<file path="src/rtl/motion_update_broadcaster_pkg.sv">
// motion_update_broadcaster_pkg: cell geometry, FSM states and cell-ID packing shared by the broadcaster
package motion_update_broadcaster_pkg;

  localparam int CELL_ID_WIDTH  = 4;
  localparam int X_CELL_NUM     = 4;
  localparam int Y_CELL_NUM     = 4;
  localparam int Z_CELL_NUM     = 4;
  localparam int POS_CELL_LSB   = 24;
  localparam int CELL_SEL_WIDTH = 3 * CELL_ID_WIDTH;

  typedef enum logic [3:0] {
    IDLE,
    EN_LEAD,
    RD_CNT,
    WAIT_CNT,
    STREAM,
    DRAIN,
    NEXT_CELL,
    EN_TAIL,
    GAP,
    DONE
  } mu_state_t;

  // Cell IDs travel as {x,y,z}, each 1-based
  function automatic logic [CELL_SEL_WIDTH-1:0] cell_id(
    input logic [CELL_ID_WIDTH-1:0] x,
    input logic [CELL_ID_WIDTH-1:0] y,
    input logic [CELL_ID_WIDTH-1:0] z
  );
    return {x, y, z};
  endfunction

endpackage

</file>
<file path="src/rtl/motion_update_broadcaster_dst_cell_calc.sv">
// motion_update_broadcaster_dst_cell_calc: one position component moved by its displacement, wrapped into the box, and its 1-based cell index
module motion_update_broadcaster_dst_cell_calc #(
  parameter int DATA_WIDTH    = 32,
  parameter int CELL_ID_WIDTH = 4,
  parameter int POS_CELL_LSB  = 24,
  parameter int CELL_NUM      = 4
) (
  input  logic [DATA_WIDTH-1:0]    i_pos,
  input  logic [DATA_WIDTH-1:0]    i_disp,
  output logic [DATA_WIDTH-1:0]    o_pos,
  output logic [CELL_ID_WIDTH-1:0] o_dst
);

  logic [DATA_WIDTH-1:0]    w_sum;
  logic [CELL_ID_WIDTH-1:0] w_cell;
  logic                     w_wrap;

  // Displacements are small, so a single subtraction of one box length is enough to wrap
  assign w_sum  = i_pos + i_disp;
  assign w_cell = w_sum[POS_CELL_LSB +: CELL_ID_WIDTH];
  assign w_wrap = w_cell >= CELL_ID_WIDTH'(CELL_NUM);
  assign o_pos  = w_wrap ? w_sum - (DATA_WIDTH'(CELL_NUM) << POS_CELL_LSB) : w_sum;
  assign o_dst  = (w_wrap ? w_cell - CELL_ID_WIDTH'(CELL_NUM) : w_cell) + 1'b1;

endmodule

</file>
<file path="src/rtl/motion_update_broadcaster.sv">
// motion_update_broadcaster: walks every cell's position buffer, moves each particle and broadcasts it with its destination cell
// Optional MU_BCAST_STATS_EN adds out_migrated_cnt, the number of particles leaving their source cell in the last pass.
module motion_update_broadcaster
  import motion_update_broadcaster_pkg::*;
#(
  parameter int DATA_WIDTH   = 32,
  parameter int PARTICLE_NUM = 220,
  parameter int ADDR_WIDTH   = 8
) (
  input  logic                      clk,
  input  logic                      rst,
  input  logic                      start,
  output logic                      busy,
  output logic                      done,
  output logic [CELL_SEL_WIDTH-1:0] out_rd_cell_sel,
  output logic [ADDR_WIDTH-1:0]     out_rd_address,
  output logic                      out_rden,
  input  logic [3*DATA_WIDTH-1:0]   in_pos,
  input  logic [3*DATA_WIDTH-1:0]   in_disp,
  output logic                      out_motion_update_enable,
  output logic [3*DATA_WIDTH-1:0]   out_data,
  output logic [CELL_SEL_WIDTH-1:0] out_data_dst_cell,
  output logic                      out_data_valid,
  output logic                      count_overflow
`ifdef MU_BCAST_STATS_EN
  ,
  output logic [15:0]               out_migrated_cnt
`endif
);

  localparam int CW = CELL_ID_WIDTH;

  mu_state_t                 r_state, w_next;
  logic [ADDR_WIDTH-1:0]     r_addr;
  logic [ADDR_WIDTH-1:0]     r_cnt;
  logic [1:0]                r_tmr;
  logic                      r_pend;
  logic [CW-1:0]             r_x, r_y, r_z;
  logic [ADDR_WIDTH-1:0]     w_cnt_raw;
  logic                      w_over;
  logic                      w_last_cell;
  logic [3*DATA_WIDTH-1:0]   w_data;
  logic [CELL_SEL_WIDTH-1:0] w_dst;

  assign w_cnt_raw       = in_pos[ADDR_WIDTH-1:0];
  assign w_over          = w_cnt_raw > ADDR_WIDTH'(PARTICLE_NUM);
  assign out_rd_cell_sel = cell_id(r_x, r_y, r_z);
  assign w_last_cell     = out_rd_cell_sel == cell_id(CW'(X_CELL_NUM), CW'(Y_CELL_NUM), CW'(Z_CELL_NUM));

  // Component 0 is x (low bits of the data word); dst cell is packed {x,y,z} so x lands in the top field
  for (genvar g = 0; g < 3; g++) begin : g_comp
    motion_update_broadcaster_dst_cell_calc #(
      .DATA_WIDTH   (DATA_WIDTH),
      .CELL_ID_WIDTH(CW),
      .POS_CELL_LSB (POS_CELL_LSB),
      .CELL_NUM     (g == 0 ? X_CELL_NUM : g == 1 ? Y_CELL_NUM : Z_CELL_NUM)
    ) u_calc (
      .i_pos (in_pos[g*DATA_WIDTH +: DATA_WIDTH]),
      .i_disp(in_disp[g*DATA_WIDTH +: DATA_WIDTH]),
      .o_pos (w_data[g*DATA_WIDTH +: DATA_WIDTH]),
      .o_dst (w_dst[(2-g)*CW +: CW])
    );
  end

  // State register
  always_ff @(posedge clk or negedge rst) begin
    if (!rst) r_state <= IDLE;
    else      r_state <= w_next;
  end

  // Next-state and Moore outputs; enable brackets the whole walk, then drops for the gap
  always_comb begin
    w_next                   = r_state;
    busy                     = r_state != IDLE;
    done                     = 1'b0;
    out_rden                 = 1'b0;
    out_rd_address           = '0;
    out_motion_update_enable = 1'b0;
    case (r_state)
      IDLE:      w_next = start ? EN_LEAD : IDLE;
      EN_LEAD: begin
        out_motion_update_enable = 1'b1;
        w_next                   = RD_CNT;
      end
      RD_CNT: begin
        out_motion_update_enable = 1'b1;
        out_rden                 = 1'b1;
        w_next                   = WAIT_CNT;
      end
      WAIT_CNT: begin
        out_motion_update_enable = 1'b1;
        w_next                   = w_cnt_raw == '0 ? NEXT_CELL : STREAM;
      end
      STREAM: begin
        out_motion_update_enable = 1'b1;
        out_rden                 = 1'b1;
        out_rd_address           = r_addr;
        w_next                   = r_addr == r_cnt ? DRAIN : STREAM;
      end
      DRAIN: begin
        out_motion_update_enable = 1'b1;
        w_next                   = r_tmr == 2'd1 ? NEXT_CELL : DRAIN;
      end
      NEXT_CELL: begin
        out_motion_update_enable = 1'b1;
        w_next                   = w_last_cell ? EN_TAIL : RD_CNT;
      end
      EN_TAIL: begin
        out_motion_update_enable = 1'b1;
        w_next                   = GAP;
      end
      GAP:       w_next = r_tmr == 2'd2 ? DONE : GAP;
      DONE: begin
        done   = 1'b1;
        w_next = IDLE;
      end
      default:   w_next = IDLE;
    endcase
  end

  // Particle count latch, address counter, dwell timer and the in-flight read flag
  always_ff @(posedge clk or negedge rst) begin
    if (!rst) begin
      r_addr         <= '0;
      r_cnt          <= '0;
      r_tmr          <= '0;
      r_pend         <= 1'b0;
      count_overflow <= 1'b0;
    end else begin
      r_tmr  <= w_next == r_state ? r_tmr + 1'b1 : 2'd0;
      r_pend <= r_state == STREAM;
      if (r_state == WAIT_CNT) begin
        r_addr         <= ADDR_WIDTH'(1);
        r_cnt          <= w_over ? ADDR_WIDTH'(PARTICLE_NUM) : w_cnt_raw;
        count_overflow <= count_overflow | w_over;
      end else if (r_state == STREAM) begin
        r_addr <= r_addr + 1'b1;
      end
    end
  end

  // Cell walk with z fastest; the last increment rolls back to {1,1,1} ready for the next pass
  always_ff @(posedge clk or negedge rst) begin
    if (!rst) begin
      r_x <= CW'(1);
      r_y <= CW'(1);
      r_z <= CW'(1);
    end else if (r_state == NEXT_CELL) begin
      r_z <= r_z == CW'(Z_CELL_NUM) ? CW'(1) : r_z + 1'b1;
      if (r_z == CW'(Z_CELL_NUM)) begin
        r_y <= r_y == CW'(Y_CELL_NUM) ? CW'(1) : r_y + 1'b1;
        if (r_y == CW'(Y_CELL_NUM)) r_x <= r_x == CW'(X_CELL_NUM) ? CW'(1) : r_x + 1'b1;
      end
    end
  end

  // Broadcast register: one cycle behind the memory readout, zeroed whenever no particle is carried
  always_ff @(posedge clk or negedge rst) begin
    if (!rst) begin
      out_data          <= '0;
      out_data_dst_cell <= '0;
      out_data_valid    <= 1'b0;
    end else begin
      out_data          <= r_pend ? w_data : '0;
      out_data_dst_cell <= r_pend ? w_dst : '0;
      out_data_valid    <= r_pend;
    end
  end

`ifdef MU_BCAST_STATS_EN
  // Migration counter; the source cell cannot change while a read is in flight, so out_rd_cell_sel is the source
  always_ff @(posedge clk or negedge rst) begin
    if (!rst)                                     out_migrated_cnt <= '0;
    else if (r_state == IDLE && start)            out_migrated_cnt <= '0;
    else if (r_pend && w_dst != out_rd_cell_sel && out_migrated_cnt != 16'hFFFF)
                                                  out_migrated_cnt <= out_migrated_cnt + 1'b1;
  end
`endif

endmodule

</file>
<file path="config.mk">
export PLATFORM = sky130hd
export DESIGN_NAME = motion_update_broadcaster
export DESIGN_NICKNAME = d
export VERILOG_FILES = /design/src/rtl/motion_update_broadcaster_pkg.sv /design/src/rtl/motion_update_broadcaster_dst_cell_calc.sv /design/src/rtl/motion_update_broadcaster.sv
export SDC_FILE = /design/constraint.sdc
export NUM_CORES = 1
export LEC_CHECK = 0
export CORE_ASPECT_RATIO = 1.75
export CORE_MARGIN = 10
export CORE_UTILIZATION = 44
export CTS_CLUSTER_SIZE = 25
export DETAILED_ROUTE_END_ITERATION = 6
export MAX_ROUTING_LAYER = met4
export PLACE_DENSITY_LB_ADDON = 0.15
export SYNTH_ARGS = -nofsm -noshare
export SYNTH_HDL_FRONTEND = slang
export SYNTH_HIERARCHICAL = 1
export SYNTH_SLANG_ARGS = --single-unit
</file>
<file path="constraint.sdc">
create_clock -name clk -period 2 [get_ports clk]
set_clock_uncertainty 0.2 [all_clocks]
set_input_delay 0.4 -clock clk [delete_from_list [all_inputs] [get_ports clk]]
set_output_delay 0.4 -clock clk [all_outputs]
set_load 0.05 [all_outputs]
</file>
Word-level counts from Yosys, hierarchy flattened. Index checks and enable logic that the tools add are counted.

Add/subtract/negate cells: 17. $lt $le $gt $ge: 4. Eq/ne operators: 17. Multiplexer cells: 26. Bitwise operators: 1. Reductions and logical operators: 8.

Operators with widths (number): adder 32 bit (3); 2-to-1 mux 32 bit (3); 2-to-1 mux 96 bit (1); subtractor 32 x 27 -> 32 bit (second input constant) (3); one-hot mux 4 bit (9 select lines) (1); 2-to-1 mux 8 bit (4); == test 4 x 3 -> 1 bit (second input constant) (7); adder 4 x 1 -> 4 bit (second input constant) (6); 2-to-1 mux 4 bit (6); == test 12 x 11 -> 1 bit (second input constant) (1); >= comparator 4 x 3 -> 1 bit (second input constant) (3); 2-to-1 mux 12 bit (1); subtractor 4 x 3 -> 4 bit (second input constant) (3); adder 8 x 1 -> 8 bit (second input constant) (1); == test 4 x 2 -> 1 bit (second input constant) (2); == test 4 bit (second input constant) (2); == test 8 bit (1); > comparator 8 bit (second input constant) (1); logical NOT 8 bit (1); OR reduction 7 bit (1); 2-to-1 mux 1 bit (6); 2-to-1 mux 2 bit (3); == test 4 x 1 -> 1 bit (second input constant) (1); == test 4 bit (1); 11 further kinds (11).

Register bits: 145. Output and inout port bits: 134. Logic and storage cells: 85.

Logic depth before layout (Yosys ltp).
Depth after elaboration: 5. Depth in mapped cells: 13.

Cells and area by module. Netlist, hierarchy kept.

By module, submodules not included: motion_update_broadcaster (times used 1, cells each 445, area an instance 5465.2 um^2, seq. area each 3632.2 um^2); motion_update_broadcaster_dst_cell_calc (g_comp[0].u_calc ...) (times used 2, cells each 259, area an instance 1796.7 um^2, seq. area each 0.0 um^2); motion_update_broadcaster_dst_cell_calc (g_comp[2].u_calc) (times used 1, cells each 262, area an instance 1921.8 um^2, seq. area each 0.0 um^2).

Worst setup path before layout. OpenSTA, ideal clock, no wires.

Path type: in2reg. Start: in in_pos[64]. End: reg out_data_dst_cell[2]. Library setup time: 0.119 ns. Arrival: 3.044 ns. Data required time: 1.681 ns. Slack: -1.363 ns. Stages: 13. Path through: ha_1 inv_1 fa_1 nand2b_1 a21oi_2 nor2_2 or4_4 a211oi_2 nor2_1 o311a_1 nor2b_4 xor2_1 and2_1.

Cells in the longest elaborated chain, start to end: 5. Elaborated cells between the ends (all ways): 6.

Ends and longest elaborated chain: from (decl) (RTL line motion_update_broadcaster.sv:18) `input logic [3*DATA_WIDTH-1:0] in_pos,`; adder 32 bit (*) (RTL line motion_update_broadcaster_dst_cell_calc.sv:19) `assign w_sum = i_pos + i_disp;`; subtractor 4 x 3 -> 4 bit / >= comparator 4 x 3 -> 1 bit (equally long branches) (RTL line motion_update_broadcaster_dst_cell_calc.sv:23, motion_update_broadcaster_dst_cell_calc.sv:21); 2-to-1 mux 4 bit (*) (RTL line motion_update_broadcaster_dst_cell_calc.sv:23) `assign o_dst = (w_wrap ? w_cell - CELL_ID_WIDTH'(CELL_NUM) : w_cell) + 1'b1;`; adder 4 x 1 -> 4 bit (*) (RTL line motion_update_broadcaster_dst_cell_calc.sv:23); via w_dst[2] (RTL line motion_update_broadcaster.sv:43) `logic [CELL_SEL_WIDTH-1:0] w_dst;`; 2-to-1 mux 12 bit (*) (RTL line motion_update_broadcaster.sv:165) `out_data_dst_cell <= r_pend ? w_dst : '0;`; to (signal assigned) (RTL line motion_update_broadcaster.sv:165); to (decl) (RTL line motion_update_broadcaster.sv:22) `output logic [CELL_SEL_WIDTH-1:0] out_data_dst_cell,`.

The timed path passes the listed nets; every way through them passes the cells marked *. A chain may end at the register's enable or synchronous reset.

Worst setup path after layout. Same ends and word-level chain as after synthesis.

==> impl_table.tex <==
\begin{tabular}{lr}
\hline
Metric & Value \\
\hline
\multicolumn{2}{l}{\textbf{Floorplanning}} \\
\quad Die W & 139 um \\
\quad Initial core utilization & 44.6\% \\
\quad Chip height & 229 um \\
\quad Num ports & 329 \\
\quad Total die area & 0.0319 mm2 \\
\quad Core Box Area & 0.0246 mm2 \\
\quad Placement row count & 76 \\
\multicolumn{2}{l}{\textbf{Route}} \\
\quad Count of vias placed by the detailed router & 12.8k \\
\quad Number of antenna-violating nets in the routed design & 0 \\
\quad Detailed-router iteration count before antenna repair & 6 \\
\quad Initial detailed-routing violation count & 734 \\
\quad Detailed-route wire length & 47.7 mm \\
\quad Count of unresolved DRC violations after routing & 0 \\
\quad Average wire length per cell after detail routing & 20.9 um \\
\quad Routed via count divided by cell count & 5.60 \\
\multicolumn{2}{l}{\textbf{Yosys}} \\
\quad Synthesized-area fraction occupied by ao, oa, aoi and oai cells & 19.5\% \\
\quad Synth area leader & dfrtp\_1 \\
\quad Synthesized instance count & 1225 \\
\quad Dominant cells by area after synthesis & dfrtp\_1, ha\_1, and2\_1 \\
\quad Average size of a mapped cell & 8.96 um2 \\
\quad Portion of netlist area occupied by mux cells & 0.684\% \\
\quad Proportion of netlist area held by the largest area contributor & 32.4\% \\
\quad Number of synthesized register bits & 145 \\
\quad Mapped Area & 0.0110 mm2 \\
\quad Post-synth top flop & dfrtp\_1 \\
\quad Fraction of registers with async set/reset & 100\% \\
\quad Portion of the post-synthesis area used by sequential elements & 33.1\% \\
\quad Number of synthesis warnings & 6 \\
\quad Number of flops mapped to enable cells by yosys & 0 \\
\quad Post-synthesis xor/xnor area fraction & 7.82\% \\
\quad Dominant combinational cell family by area after synthesis & simple AND/OR/NAND/NOR gates \\
\quad Post-synth net total & 1528 \\
\quad Post-synthesis share of cell area spent on full adders, half adders and majority gates & 12.5\% \\
\quad Simple-gate portion of the synthesized area & 22.4\% \\
\quad Yosys cell types & 87 \\
\multicolumn{2}{l}{\textbf{Timing}} \\
\quad Setup TNS after final layout & -39.83 ns \\
\quad Pin slew with the least headroom to its limit & 0.694 ns \\
\quad Setup violations, final & 95 \\
\quad Timing-limited maximum frequency & 342 MHz \\
\quad Final max-slew violation count & 0 \\
\quad Worst setup margin & -0.921 ns \\
\quad Fin crit share & 146\% \\
\quad Crit path time final & 2.92 ns \\
\quad Final hold violations & 0 \\
\quad Setup repair after global routing missed its margin & true \\
\quad Max-slew headroom at the worst pin & 53.2\% \\
\multicolumn{2}{l}{\textbf{Outcome}} \\
\quad Status & complete, but fails checks \\
\quad Failing checks & negative setup slack \\
\multicolumn{2}{l}{\textbf{Worst setup path}} \\
\quad Worst Path Class, Setup & input port to register \\
\quad Depth of the critical timing path with buffers and inverters included & 14 \\
\quad Cell family contributing the most delay on the critical path & simple AND/OR/NAND/NOR gates \\
\quad Top fanout value on the critical path & 3 \\
\quad CP peak stage delay & 0.51 ns \\
\quad Worst setup SP type & input port \\
\quad Worst Setup End Kind & register \\
\quad Arrival time worst endpoint & 3.04 ns \\
\quad Cells along the critical path & buf\_8, ha\_4, inv\_2, fa\_2, nand2b\_4, a21oi\_4, nor2\_2, or4\_4, a211oi\_4, nor2\_1, o311a\_1, nor2b\_4, xor2\_1, and2\_1 \\
\quad Path depth of the worst reg2reg path & 9 \\
\quad Data required time of the worst path & 2.12 ns \\
\quad Worst path buffer plus inverter count & 2 \\
\quad Cell type of the slowest stage on the worst timing path & or4\_4 \\
\multicolumn{2}{l}{\textbf{Final layout}} \\
\quad Layout cell share with drive strength beyond 1 & 51.7\% \\
\quad Net count, final & 2257 \\
\quad Final cell area excluding filler cells & 0.0207 mm2 \\
\quad Area growth from synthesis to layout & 88.3\% \\
\quad Final Instance Count excl. Fillers & 2281 \\
\multicolumn{2}{l}{\textbf{Placed design}} \\
\quad IO buf count & 328 \\
\quad Area after DPL & 0.0175 mm2 \\
\quad RD Place Congestion & 0.948 \\
\quad Number of cells after detailed placement & 2132 \\
\quad Placed wire-length estimate & 31.9 mm \\
\multicolumn{2}{l}{\textbf{Hold path}} \\
\quad Count of cells along the worst hold path & 3 \\
\quad Class of the tightest hold or removal check & input port to register \\
\multicolumn{2}{l}{\textbf{CTS}} \\
\quad H-tree levels & 4 \\
\quad Maximum count of clock buffers along a single path & 2 \\
\quad Later-pin clock latency in the skew report & 0.44 ns \\
\quad CTS sink count & 145 \\
\quad Clock-pin slew on the worst setup and hold paths & 0.06 ns \\
\quad Total CTS buffers & 17 \\
\quad Clock root cell & clkbuf\_16 \\
\quad TritonCTS clock tree & done \\
\multicolumn{2}{l}{\textbf{GRT}} \\
\quad First-pass GRT wire length & 67.6 mm \\
\quad Vias in the first global route & 13.2k \\
\quad Gr usage total & 26.7\% \\
\quad Overflow left after global routing & 0 \\
\quad Number of antenna violations at the first check in global routing & 2 \\
\quad Maximum number of pins on one net before global-route repair & 110 \\
\multicolumn{2}{l}{\textbf{Power and ir drop}} \\
\quad Max rail drop VDD & 0.644 mV \\
\quad Power density of the placed cells & 823 mW/mm2 \\
\quad Total Power & 17.0 mW \\
\quad Leak & 10.0 nW \\
\multicolumn{2}{l}{\textbf{Flow run}} \\
\quad Number of maximum-capacitance violations & 0 \\
\hline
\end{tabular}
-- final timing paths --
kind,from,endpoint,slack [ns]
worst min register to register,count_overflow,count_overflow,0.27
worst max-delay path,in_pos[64],out_data_dst_cell[2],-0.92
worst max register to register,r_state[1],r_addr[5],-0.27
worst min-delay path,in_disp[64],out_data[64],0.08
min in group asynchronous,rst,r_y[3],0.26
max in group asynchronous,rst,out_data[56],0.73
-- cell usage after synthesis, drive strengths merged, types with 5 or more instances --
master / number
and4: 7
buf: 17
o2111ai: 7
and3: 12
clkbuf: 36
nand3: 24
o21bai: 9
and2: 124
a21oi: 97
nor2b: 9
o211ai: 7
a2111oi: 5
nand4: 28
inv: 46
a21o: 47
or2: 6
o21ai: 73
a211oi: 12
and3b: 5
or3: 6
a31oi: 15
dfrtp: 142
nand2b: 25
nand2: 89
o21a: 7
xor2: 43
nor3: 13
xnor2: 55
ha: 105
nor2: 75
-- metrics by stage --
stage	hold slack, ns	setup WS, ns	util (%)
5_1_grt	0.0750	-0.960	83.9
3_3_place_gp	0.164	-1.75	70.9
4_1_cts	0.0642	-0.974	79.2
6_report	0.0795	-0.921	83.9
3_5_place_dp	0.172	-1.80	70.9
2_1_floorplan	-0.0956	-1.06	-
-- routing by layer --
layer | GRT usage (%) | vias to the layer above | part of all wire (%)
met4 | 13.7 | 0 | 5.4
met2 | 50.2 | 589 | 55
met5 | - | - | 0
met3 | 5.82 | 183 | 6.6
met1 | 24.3 | 6207 | 33
li1 | - | 5804 | -
-- sequential cells by signal (all words and copies together), names as in the netlist, 2 cells and up --
signal / cells
out_data: 96
out_data_dst_cell: 12
r_z: 4
r_y: 4
r_state: 4
r_cnt: 8
r_tmr: 2
r_addr: 8
r_x: 4
-- power by group --
group          internal [mW]  leakage (nW)  switching (mW)  total (mW)
Clock                   2.00         0.293            1.35        3.34
Combinational           4.36          7.79            5.31        9.66
Sequential              3.57          1.96           0.424        4.00
Total                   9.93          10.0            7.08        17.0
-- layout make-up --
class	count	area, um2
inverters	46	178
flip-flops and latches	145	3650
repair buffers	764	6620
clock buffers	19	443
multi-input cells	980	9230
well taps	312	390
fillers	1311	3960
diodes	2	5.00
clock inverters	13	164
-- kinds of logic (layout without fill, tap and decap cells) --
logic type | count (synthesis) | after routing
flops | 145 | 145
mux | 7 | 7
simple gates | 445 | 445
compound gates | 322 | 322
fa+ha+maj | 108 | 108
other cells | 0 | 2
xor+xnor | 98 | 98
buf+inv | 100 | 842
-- worst reg2reg max path, stage by stage, from the launching register on --
cell and delay (ns):
dfrtp_2 0.45, nor4b_4 0.33, clkbuf_16 0.19, buf_8 0.09
buf_4 0.10, buf_4 0.10, buf_6 0.12, nand4_4 0.14
or3_1 0.34, a21oi_1 0.15
-- cell usage in the layout (no fill, tap or decap), types with 23 or more instances in the layout --
cell type,synthesis,routed
a21o_1,45,45
a21oi_1,94,52
a21oi_4,0,24
and2_1,123,101
and2_4,1,23
buf_4,5,477
buf_6,3,89
clkbuf_2,1,26
clkdlybuf4s50_1,0,62
dfrtp_1,142,136
dlymetal6s2s_1,1,23
ha_1,105,33
ha_4,0,69
inv_1,46,31
nand2_1,89,77
nand4_1,27,27
nor2_1,74,58
o21ai_0,60,32
xnor2_1,55,44
xor2_1,43,39
-- what timing repair did --
action,in CTS,in global routing
hold buffers,1,0
endpoints found under the hold margin,37,0
endpoints found under the setup margin,104,101
resized for setup,477,269
pin swaps,195,134
setup buffers,74,54
No activity file was read; power rests on OpenSTA's default activity.
